`src/rtl/load_store_unit.sv`:
```
// -----------------------------------------------------------------------------
// load_store_unit
//
// Purpose:
//   Executes one RV32I load or store per accepted start. The effective address
//   (base + offset) is computed on accept, a single bus request is issued with
//   lane-aligned byte enables and store data, and the load result is extracted
//   from the returned word and sign/zero extended. A REQ-cycle counter aborts
//   the access with err=1 if bus_ack does not arrive within TIMEOUT_CYCLES.
//
// Configuration macro:
//   LSU_MISALIGN_TRAP_EN - when defined, misaligned half/word accesses complete
//                          immediately with err=1 and no bus request. When not
//                          defined, the offending low address bits are ignored
//                          and the access proceeds normally.
//
// Ports:
//   clk        in   1   single clock, rising edge
//   reset      in   1   synchronous active-high reset
//   start      in   1   one-cycle access request (accepted only when idle)
//   lsu_func   in   4   bit3 = store, bits2:0 = RV32I funct3
//   base       in  32   rs1 value
//   offset     in  32   sign-extended immediate
//   wdata      in  32   rs2 value for stores
//   busy       out  1   high from the cycle after accept through the done cycle
//   done       out  1   one-cycle completion pulse
//   err        out  1   error flag, qualified by done
//   rdata      out 32   load result, valid with done (0 for stores)
//   bus_req    out  1   bus request
//   bus_we     out  1   bus write enable
//   bus_addr   out 30   word address ea[31:2]
//   bus_be     out  4   byte enables
//   bus_wdata  out 32   lane-replicated store data
//   bus_rdata  in  32   bus read data, valid with bus_ack
//   bus_ack    in   1   completes the current request in the same cycle
// -----------------------------------------------------------------------------
module load_store_unit #(
  parameter int unsigned TIMEOUT_CYCLES = 255
) (
  input  logic        clk,
  input  logic        reset,
  input  logic        start,
  input  logic [3:0]  lsu_func,
  input  logic [31:0] base,
  input  logic [31:0] offset,
  input  logic [31:0] wdata,
  output logic        busy,
  output logic        done,
  output logic        err,
  output logic [31:0] rdata,
  output logic        bus_req,
  output logic        bus_we,
  output logic [29:0] bus_addr,
  output logic [3:0]  bus_be,
  output logic [31:0] bus_wdata,
  input  logic [31:0] bus_rdata,
  input  logic        bus_ack
);

  typedef enum logic [1:0] {
    ST_IDLE = 2'd0,
    ST_REQ  = 2'd1,
    ST_DONE = 2'd2
  } state_t;

  // Counter value on the last REQ cycle that may still see an ack.
  localparam logic [15:0] TO_LAST = 16'(TIMEOUT_CYCLES - 1);

  state_t      r_state;
  state_t      w_state_next;
  logic [15:0] r_cnt;
  logic [3:0]  r_func;
  logic [1:0]  r_lane;
  logic        r_err;
  logic [31:0] r_rdata;

  logic [31:0] w_ea;
  logic        w_legal;
  logic        w_misalign;
  logic        w_fault;
  logic [3:0]  w_be;
  logic [1:0]  w_lane;
  logic [31:0] w_store_data;
  logic [31:0] w_shifted;
  logic [31:0] w_load_data;
  logic        w_timeout;

  // ---------------------------------------------------------------------------
  // Decode of the access presented with start
  // ---------------------------------------------------------------------------
  assign w_ea = base + offset;

  always_comb begin
    w_legal = 1'b0;
    unique case (lsu_func)
      4'b0000, 4'b0001, 4'b0010, 4'b0100, 4'b0101,
      4'b1000, 4'b1001, 4'b1010: w_legal = 1'b1;
      default:                   w_legal = 1'b0;
    endcase
  end

`ifdef LSU_MISALIGN_TRAP_EN
  assign w_misalign = ((lsu_func[1:0] == 2'b01) && w_ea[0]) ||
                      ((lsu_func[1:0] == 2'b10) && (w_ea[1:0] != 2'b00));
`else
  assign w_misalign = 1'b0;
`endif

  assign w_fault = !w_legal || w_misalign;

  // Lowest byte lane touched. Halves ignore ea[0] and words always start at
  // lane 0, so a misaligned access without trapping stays within one word.
  always_comb begin
    w_lane = 2'b00;
    w_be   = 4'b1111;
    unique case (lsu_func[1:0])
      2'b00: begin
        w_lane = w_ea[1:0];
        w_be   = 4'b0001 << w_ea[1:0];
      end
      2'b01: begin
        w_lane = {w_ea[1], 1'b0};
        w_be   = w_ea[1] ? 4'b1100 : 4'b0011;
      end
      default: begin
        w_lane = 2'b00;
        w_be   = 4'b1111;
      end
    endcase
  end

  // Store data replicated so every enabled lane carries the right byte.
  genvar gi;
  generate
    for (gi = 0; gi < 4; gi++) begin : g_store_lane
      assign w_store_data[8*gi +: 8] =
        (lsu_func[1:0] == 2'b00) ? wdata[7:0] :
        (lsu_func[1:0] == 2'b01) ? wdata[8*(gi%2) +: 8] :
                                   wdata[8*gi +: 8];
    end
  endgenerate

  // ---------------------------------------------------------------------------
  // Load data extraction from the returned word
  // ---------------------------------------------------------------------------
  assign w_shifted = bus_rdata >> {r_lane, 3'b000};

  always_comb begin
    w_load_data = 32'h0;
    unique case (r_func)
      4'b0000: w_load_data = {{24{w_shifted[7]}},  w_shifted[7:0]};
      4'b0001: w_load_data = {{16{w_shifted[15]}}, w_shifted[15:0]};
      4'b0010: w_load_data = w_shifted;
      4'b0100: w_load_data = {24'h0, w_shifted[7:0]};
      4'b0101: w_load_data = {16'h0, w_shifted[15:0]};
      default: w_load_data = 32'h0;  // stores return zero
    endcase
  end

  assign w_timeout = (r_cnt == TO_LAST);

  // ---------------------------------------------------------------------------
  // FSM next state
  // ---------------------------------------------------------------------------
  always_comb begin
    w_state_next = r_state;
    unique case (r_state)
      ST_IDLE: begin
        if (start) begin
          w_state_next = w_fault ? ST_DONE : ST_REQ;
        end
      end
      ST_REQ: begin
        if (bus_ack || w_timeout) begin
          w_state_next = ST_DONE;
        end
      end
      ST_DONE: w_state_next = ST_IDLE;
      default: w_state_next = ST_IDLE;
    endcase
  end

  // ---------------------------------------------------------------------------
  // State and datapath registers
  // ---------------------------------------------------------------------------
  always_ff @(posedge clk) begin
    if (reset) begin
      r_state   <= ST_IDLE;
      r_cnt     <= 16'h0;
      r_func    <= 4'h0;
      r_lane    <= 2'b00;
      r_err     <= 1'b0;
      r_rdata   <= 32'h0;
      bus_we    <= 1'b0;
      bus_addr  <= 30'h0;
      bus_be    <= 4'h0;
      bus_wdata <= 32'h0;
    end else begin
      r_state <= w_state_next;
      unique case (r_state)
        ST_IDLE: begin
          if (start) begin
            r_cnt   <= 16'h0;
            r_func  <= lsu_func;
            r_lane  <= w_lane;
            r_err   <= w_fault;
            r_rdata <= 32'h0;
            // Bus fields only change when a request will actually be issued,
            // so they are stable for the whole REQ phase.
            if (!w_fault) begin
              bus_we    <= lsu_func[3];
              bus_addr  <= w_ea[31:2];
              bus_be    <= w_be;
              bus_wdata <= w_store_data;
            end
          end
        end
        ST_REQ: begin
          // An ack on the final counted cycle still completes normally.
          if (bus_ack) begin
            r_rdata <= w_load_data;
            r_err   <= 1'b0;
          end else if (w_timeout) begin
            r_rdata <= 32'h0;
            r_err   <= 1'b1;
          end else begin
            r_cnt <= r_cnt + 16'd1;
          end
        end
        ST_DONE: r_err <= 1'b0;
        default: r_err <= 1'b0;
      endcase
    end
  end

  assign busy    = (r_state != ST_IDLE);
  assign bus_req = (r_state == ST_REQ);
  assign done    = (r_state == ST_DONE);
  assign err     = r_err;
  assign rdata   = r_rdata;

endmodule

```
`config.mk`:
```
export PLATFORM = sky130hd
export DESIGN_NAME = load_store_unit
export DESIGN_NICKNAME = d
export VERILOG_FILES = /design/src/rtl/load_store_unit.sv
export SDC_FILE = /design/constraint.sdc
export NUM_CORES = 1
export LEC_CHECK = 0
export ABC_AREA = 1
export CORE_MARGIN = 1.5
export CORE_UTILIZATION = 25
export DETAILED_ROUTE_END_ITERATION = 8
export DONT_BUFFER_PORTS = 1
export GPL_TIMING_DRIVEN = 0
export PLACE_DENSITY = 0.49
export SLEW_MARGIN = 30
export SYNTH_ARGS = -nofsm -noshare
export SYNTH_HDL_FRONTEND = slang
export SYNTH_SLANG_ARGS = --single-unit
```
`constraint.sdc`:
```
create_clock -name clk -period 1.9 [get_ports clk]
set_input_delay 0.475 -clock clk [delete_from_list [all_inputs] [get_ports clk]]
set_output_delay 0.475 -clock clk [all_outputs]
set_load 0.01 [all_outputs]
```
==> results by group <==
Run status
  – Run status: finished clean

Final layout
  – Fraction of the core area covered by cells at the end of the flow: 29.25%
  – Most frequent standard cell in the layout excluding fill and tap cells: sky130_fd_sc_hd__nand2_1
  – Total of fill cells in the finished design: 3575
  – Number of nets in the layout: 1508
  – Fraction of final layout cells with drive strength greater than 1: 6.810%
  – Most frequent cells in the layout: sky130_fd_sc_hd__nand2_1 (432), sky130_fd_sc_hd__inv_1 (174), sky130_fd_sc_hd__nor2_1 (147)
  – Relative area change from synthesis to final layout: 15.05%

Critical path
  – Slowest Stage Delay on Critical Path: 0.34 ns
  – Crit-path cells: inv_2, ha_2, nand3_1, nor3_2, nand2_1, nand2_2, nand2_2, clkbuf_4, o21ai_0, nor2_1
  – Register-to-Register Setup Slack: 0.1 ns
  – Worst path required time: 2.20 ns
  – Setup CP Type: reg2reg
  – Slowest cell on the critical path: sky130_fd_sc_hd__dfxtp_2
  – Worst reg2reg path startpoint: r_cnt[0]$_SDFFE_PP0P_
  – Most used cell, CP: sky130_fd_sc_hd__nand2_2
  – Logic depth of the worst register-to-register path: 10
  – Worst-path fanout max: 10
  – Worst reg2reg endpoint: r_cnt[1]$_SDFFE_PP0P_
  – Critical path arrival: 2.10 ns
  – Launch point of the worst path: r_cnt[0]$_SDFFE_PP0P_
  – Startpoint type of the worst setup path: flop
  – Critical Path End Type: flop

Floorplanning
  – Die width: 182.1 microns
  – Die Y: 182.1 microns
  – I/O pin count: 239
  – Placeable core region: 31560 sq um
  – Total number of placement rows: 65
  – Initial Util: 25.42%
  – Die area: 33170 sq um

Synthesis
  – Number of distinct library cells after synthesis: 37
  – Sequential cell area fraction in the yosys report: 30.95%
  – Mapped Cells: 1316
  – Ys Warns: 0
  – Fraction of post-synthesis cell area in the top cell type by area: 30.95%
  – Post-synth EDFFs: 0
  – Share of async-settable or async-resettable flops after synthesis: 0%
  – Post-synthesis cell type with the largest combined area: sky130_fd_sc_hd__dfxtp_1
  – Mapped Nets: 1486
  – Post-synthesis instance area: 8021 sq um
  – Mean Syn Cell Area: 6.095 sq um
  – Leading cell types by total area after synthesis: sky130_fd_sc_hd__dfxtp_1 (31%), sky130_fd_sc_hd__nand2_1 (20%), sky130_fd_sc_hd__inv_1 (8.2%), sky130_fd_sc_hd__nor2_1 (6.9%), sky130_fd_sc_hd__a21oi_1 (5.6%)
  – Most used flip-flop cell after synthesis: sky130_fd_sc_hd__dfxtp_1
  – Flop and latch count out of synthesis: 124

STA
  – Slew at the pin closest to its max-slew limit: 0.7173 ns
  – Pins over their slew limit: 0
  – Setup repair after global routing missed its margin: yes
  – Highest achievable clock rate: 0.5544 GHz
  – Total Negative Setup Slacks: 0 ns
  – Final Hold Violating Endpoints: 0
  – Normalized max-slew margin: 52.00%
  – Worst-case clock skew: 0.01339 ns
  – Fraction of the cycle the final worst path needs: 94.94%
  – Final min period: 1.804 ns
  – Endpoints failing setup: 0
  – Final hold slack: 0.1945 ns

Pwr
  – Switching Share: 33.80%
  – Combinational Power Share: 21.0%
  – Worst IR Drop VDD: 0.0006601 V
  – Leakage: 0.004377 uW
  – Proportion of power drawn by the clock network: 42.1%
  – Cell area power density: 871.8 nW/um^2
  – Register share of total power: 36.9%
  – Internal power: 5326 uW
  – Power spent charging and discharging nets: 2719 uW

Run
  – Max-cap violation count: 0

Detailed routing
  – Via Count: 8241
  – DRC marker count from the first detailed-route iteration: 366
  – Number of antenna-violating nets in the routed design: 0
  – Final wirelength: 28990 microns
  – Average detailed-routed wire length per instance: 16.53 microns
  – Number of iterations in the first detailed-routing pass: 5
  – Remaining DRCs: 0
  – Vias/cell: 4.698

Placement
  – Final GP Congestion: 0.8814
  – Total half-perimeter wirelength after legalization and detailed placement: 23320 microns
  – # port buffers: 0

CTS
  – Clk_lat worst skew: 0.43 ns
  – Number of buffers added to fix hold violations after cts: 0
  – Clk sinks: 124
  – H-tree depth reported by CTS: 4
  – Number of buffers on the longest clock path: 2
  – Number of buffers added by the clock tree synthesis step: 17
  – CTS tree: yes
  – Clock transition at the register clock pins on the worst setup and hold paths after CTS: 0.06 ns
  – Clock tree root driver cell: sky130_fd_sc_hd__clkbuf_16

Global route
  – Met2 Track Usage GR: 26.88%
  – Overall overflow remaining after global route: 0
  – Via count of the first global-routing pass: 7666
  – First-pass GRT wire length: 43770 microns
  – Largest net degree at the start of global routing: 17
  – GR Layer Usage met3: 6.965%
  – Global-route usage over all layers: 17.38%
  – Initial antenna violation count: 1
  – Met1 track utilization from global routing: 21.19%
  – Peak-usage layer in the global routing report: met2

Worst hold path
  – Startpoint of the most critical hold path: lsu_func[3]
  – Class of the worst hold path: in2reg
  – Worst-case hold path end point: r_func[3]$_SDFFE_PP0P_
  – Cell depth of the worst min-delay path: 2
[repair_timing]
action / in CTS / in global routing
pin swaps: 1 / 4
setup endpoints to repair: 22 / 63
setup buffers: 1 / 1
cloned: 1 / 0
gates resized for setup: 3 / 28
[synth_stat cells (8+ instances only)]
cell                       count
sky130_fd_sc_hd__xor2_1       13
sky130_fd_sc_hd__nor3_1       11
sky130_fd_sc_hd__o211ai_1     10
sky130_fd_sc_hd__ha_1         33
sky130_fd_sc_hd__clkbuf_1     20
sky130_fd_sc_hd__nand2_1     434
sky130_fd_sc_hd__nand3_1      58
sky130_fd_sc_hd__a31oi_1      25
sky130_fd_sc_hd__inv_1       176
sky130_fd_sc_hd__a41oi_1       8
sky130_fd_sc_hd__a21oi_1      89
sky130_fd_sc_hd__buf_2        17
sky130_fd_sc_hd__o21ai_1      27
sky130_fd_sc_hd__dfxtp_1     124
sky130_fd_sc_hd__nor2_1      147
sky130_fd_sc_hd__o21ai_0      64
[layer usage]
layer / up-vias / wire [microns]
li1: 4235 / -
met4: 0 / 870
met3: 53 / 2882
met1: 3681 / 12510
met5: - / 0
met2: 272 / 12730
[stage by stage]
step                setup slack (ns)  instances  total power (uW)  area, sq um
CTS                         0.005747       1752              8126         9156
floorplan                    0.04624       1316              4177         8029
global route               -0.007559       1754              8509         9229
global placement             -0.4211       1718              4677         8532
finish                       0.09614       1754              8046         9229
detailed placement           -0.4248       1718              4681         8532
[worst max path at each step]
| stage | cells past startpoint | to | slack, ns |
|---|---|---|---|
| floorplan | 14 | bus_addr[14]$_SDFFE_PP0P_ | 0.05 |
| global placement | 14 | bus_addr[14]$_SDFFE_PP0P_ | -0.42 |
| detailed placement | 13 | bus_addr[26]$_SDFFE_PP0P_ | -0.42 |
| CTS | 11 | rdata[18]$_SDFFE_PP0P_ | 0.006 |
| global route | 10 | r_cnt[1]$_SDFFE_PP0P_ | -0.008 |
| finish | 10 | r_cnt[1]$_SDFFE_PP0P_ | 0.1 |
[area by class of cell]
class | instances | area (sq um) | share of cell area (%)
plain buffers | 49 | 301.5 | 3.267
diodes | 1 | 2.502 | 0.02711
clock inverters | 13 | 155.1 | 1.681
repair buffers | 3 | 22.52 | 0.2440
well taps | 402 | 503.0 | 5.450
flip-flops and latches | 124 | 2485 | 26.93
clock buffers | 19 | 442.9 | 4.799
inverters | 182 | 683.2 | 7.402
multi-input cells | 961 | 4633 | 50.20
[state kept, by name, summed over array words and instances (netlist names)]
register / cells
bus_wdata: 32
rdata: 32
bus_addr: 30
r_cnt: 16
bus_be: 4
r_func: 4
r_lane: 2
r_state: 2
bus_we: 1
err: 1
[cells by family (layout without fill, tap and decap cells)]
family	count (synthesis)	in the layout	share of synthesized area, %
other cells	0	1	0
buf+inv	231	266	11.82
simple gates	674	674	33.60
fa+ha+maj	34	34	5.397
compound gates	235	235	16.27
xor+xnor	18	18	1.965
flops	124	124	30.95
[worst max-delay path: cells and delay by family (launching register included)]
family | cells | cell delay [ns]
adder cells (fa/ha/maj) | 1 | 0.16
buffers and inverters | 2 | 0.29
flip-flops | 1 | 0.34
AND/OR/NAND/NOR | 6 | 0.71
AO/OA/AOI/OAI | 1 | 0.17
[power groups by stage]
stage	clock network (uW)	registers, uW	logic [uW]
3_3_place_gp	0	3030	1650
4_1_cts	3480	2970	1680
5_1_grt	3590	2990	1930
6_report	3390	2970	1690
2_1_floorplan	0	2960	1220
3_5_place_dp	0	3030	1650
No activity file was read; power rests on OpenSTA's default activity.
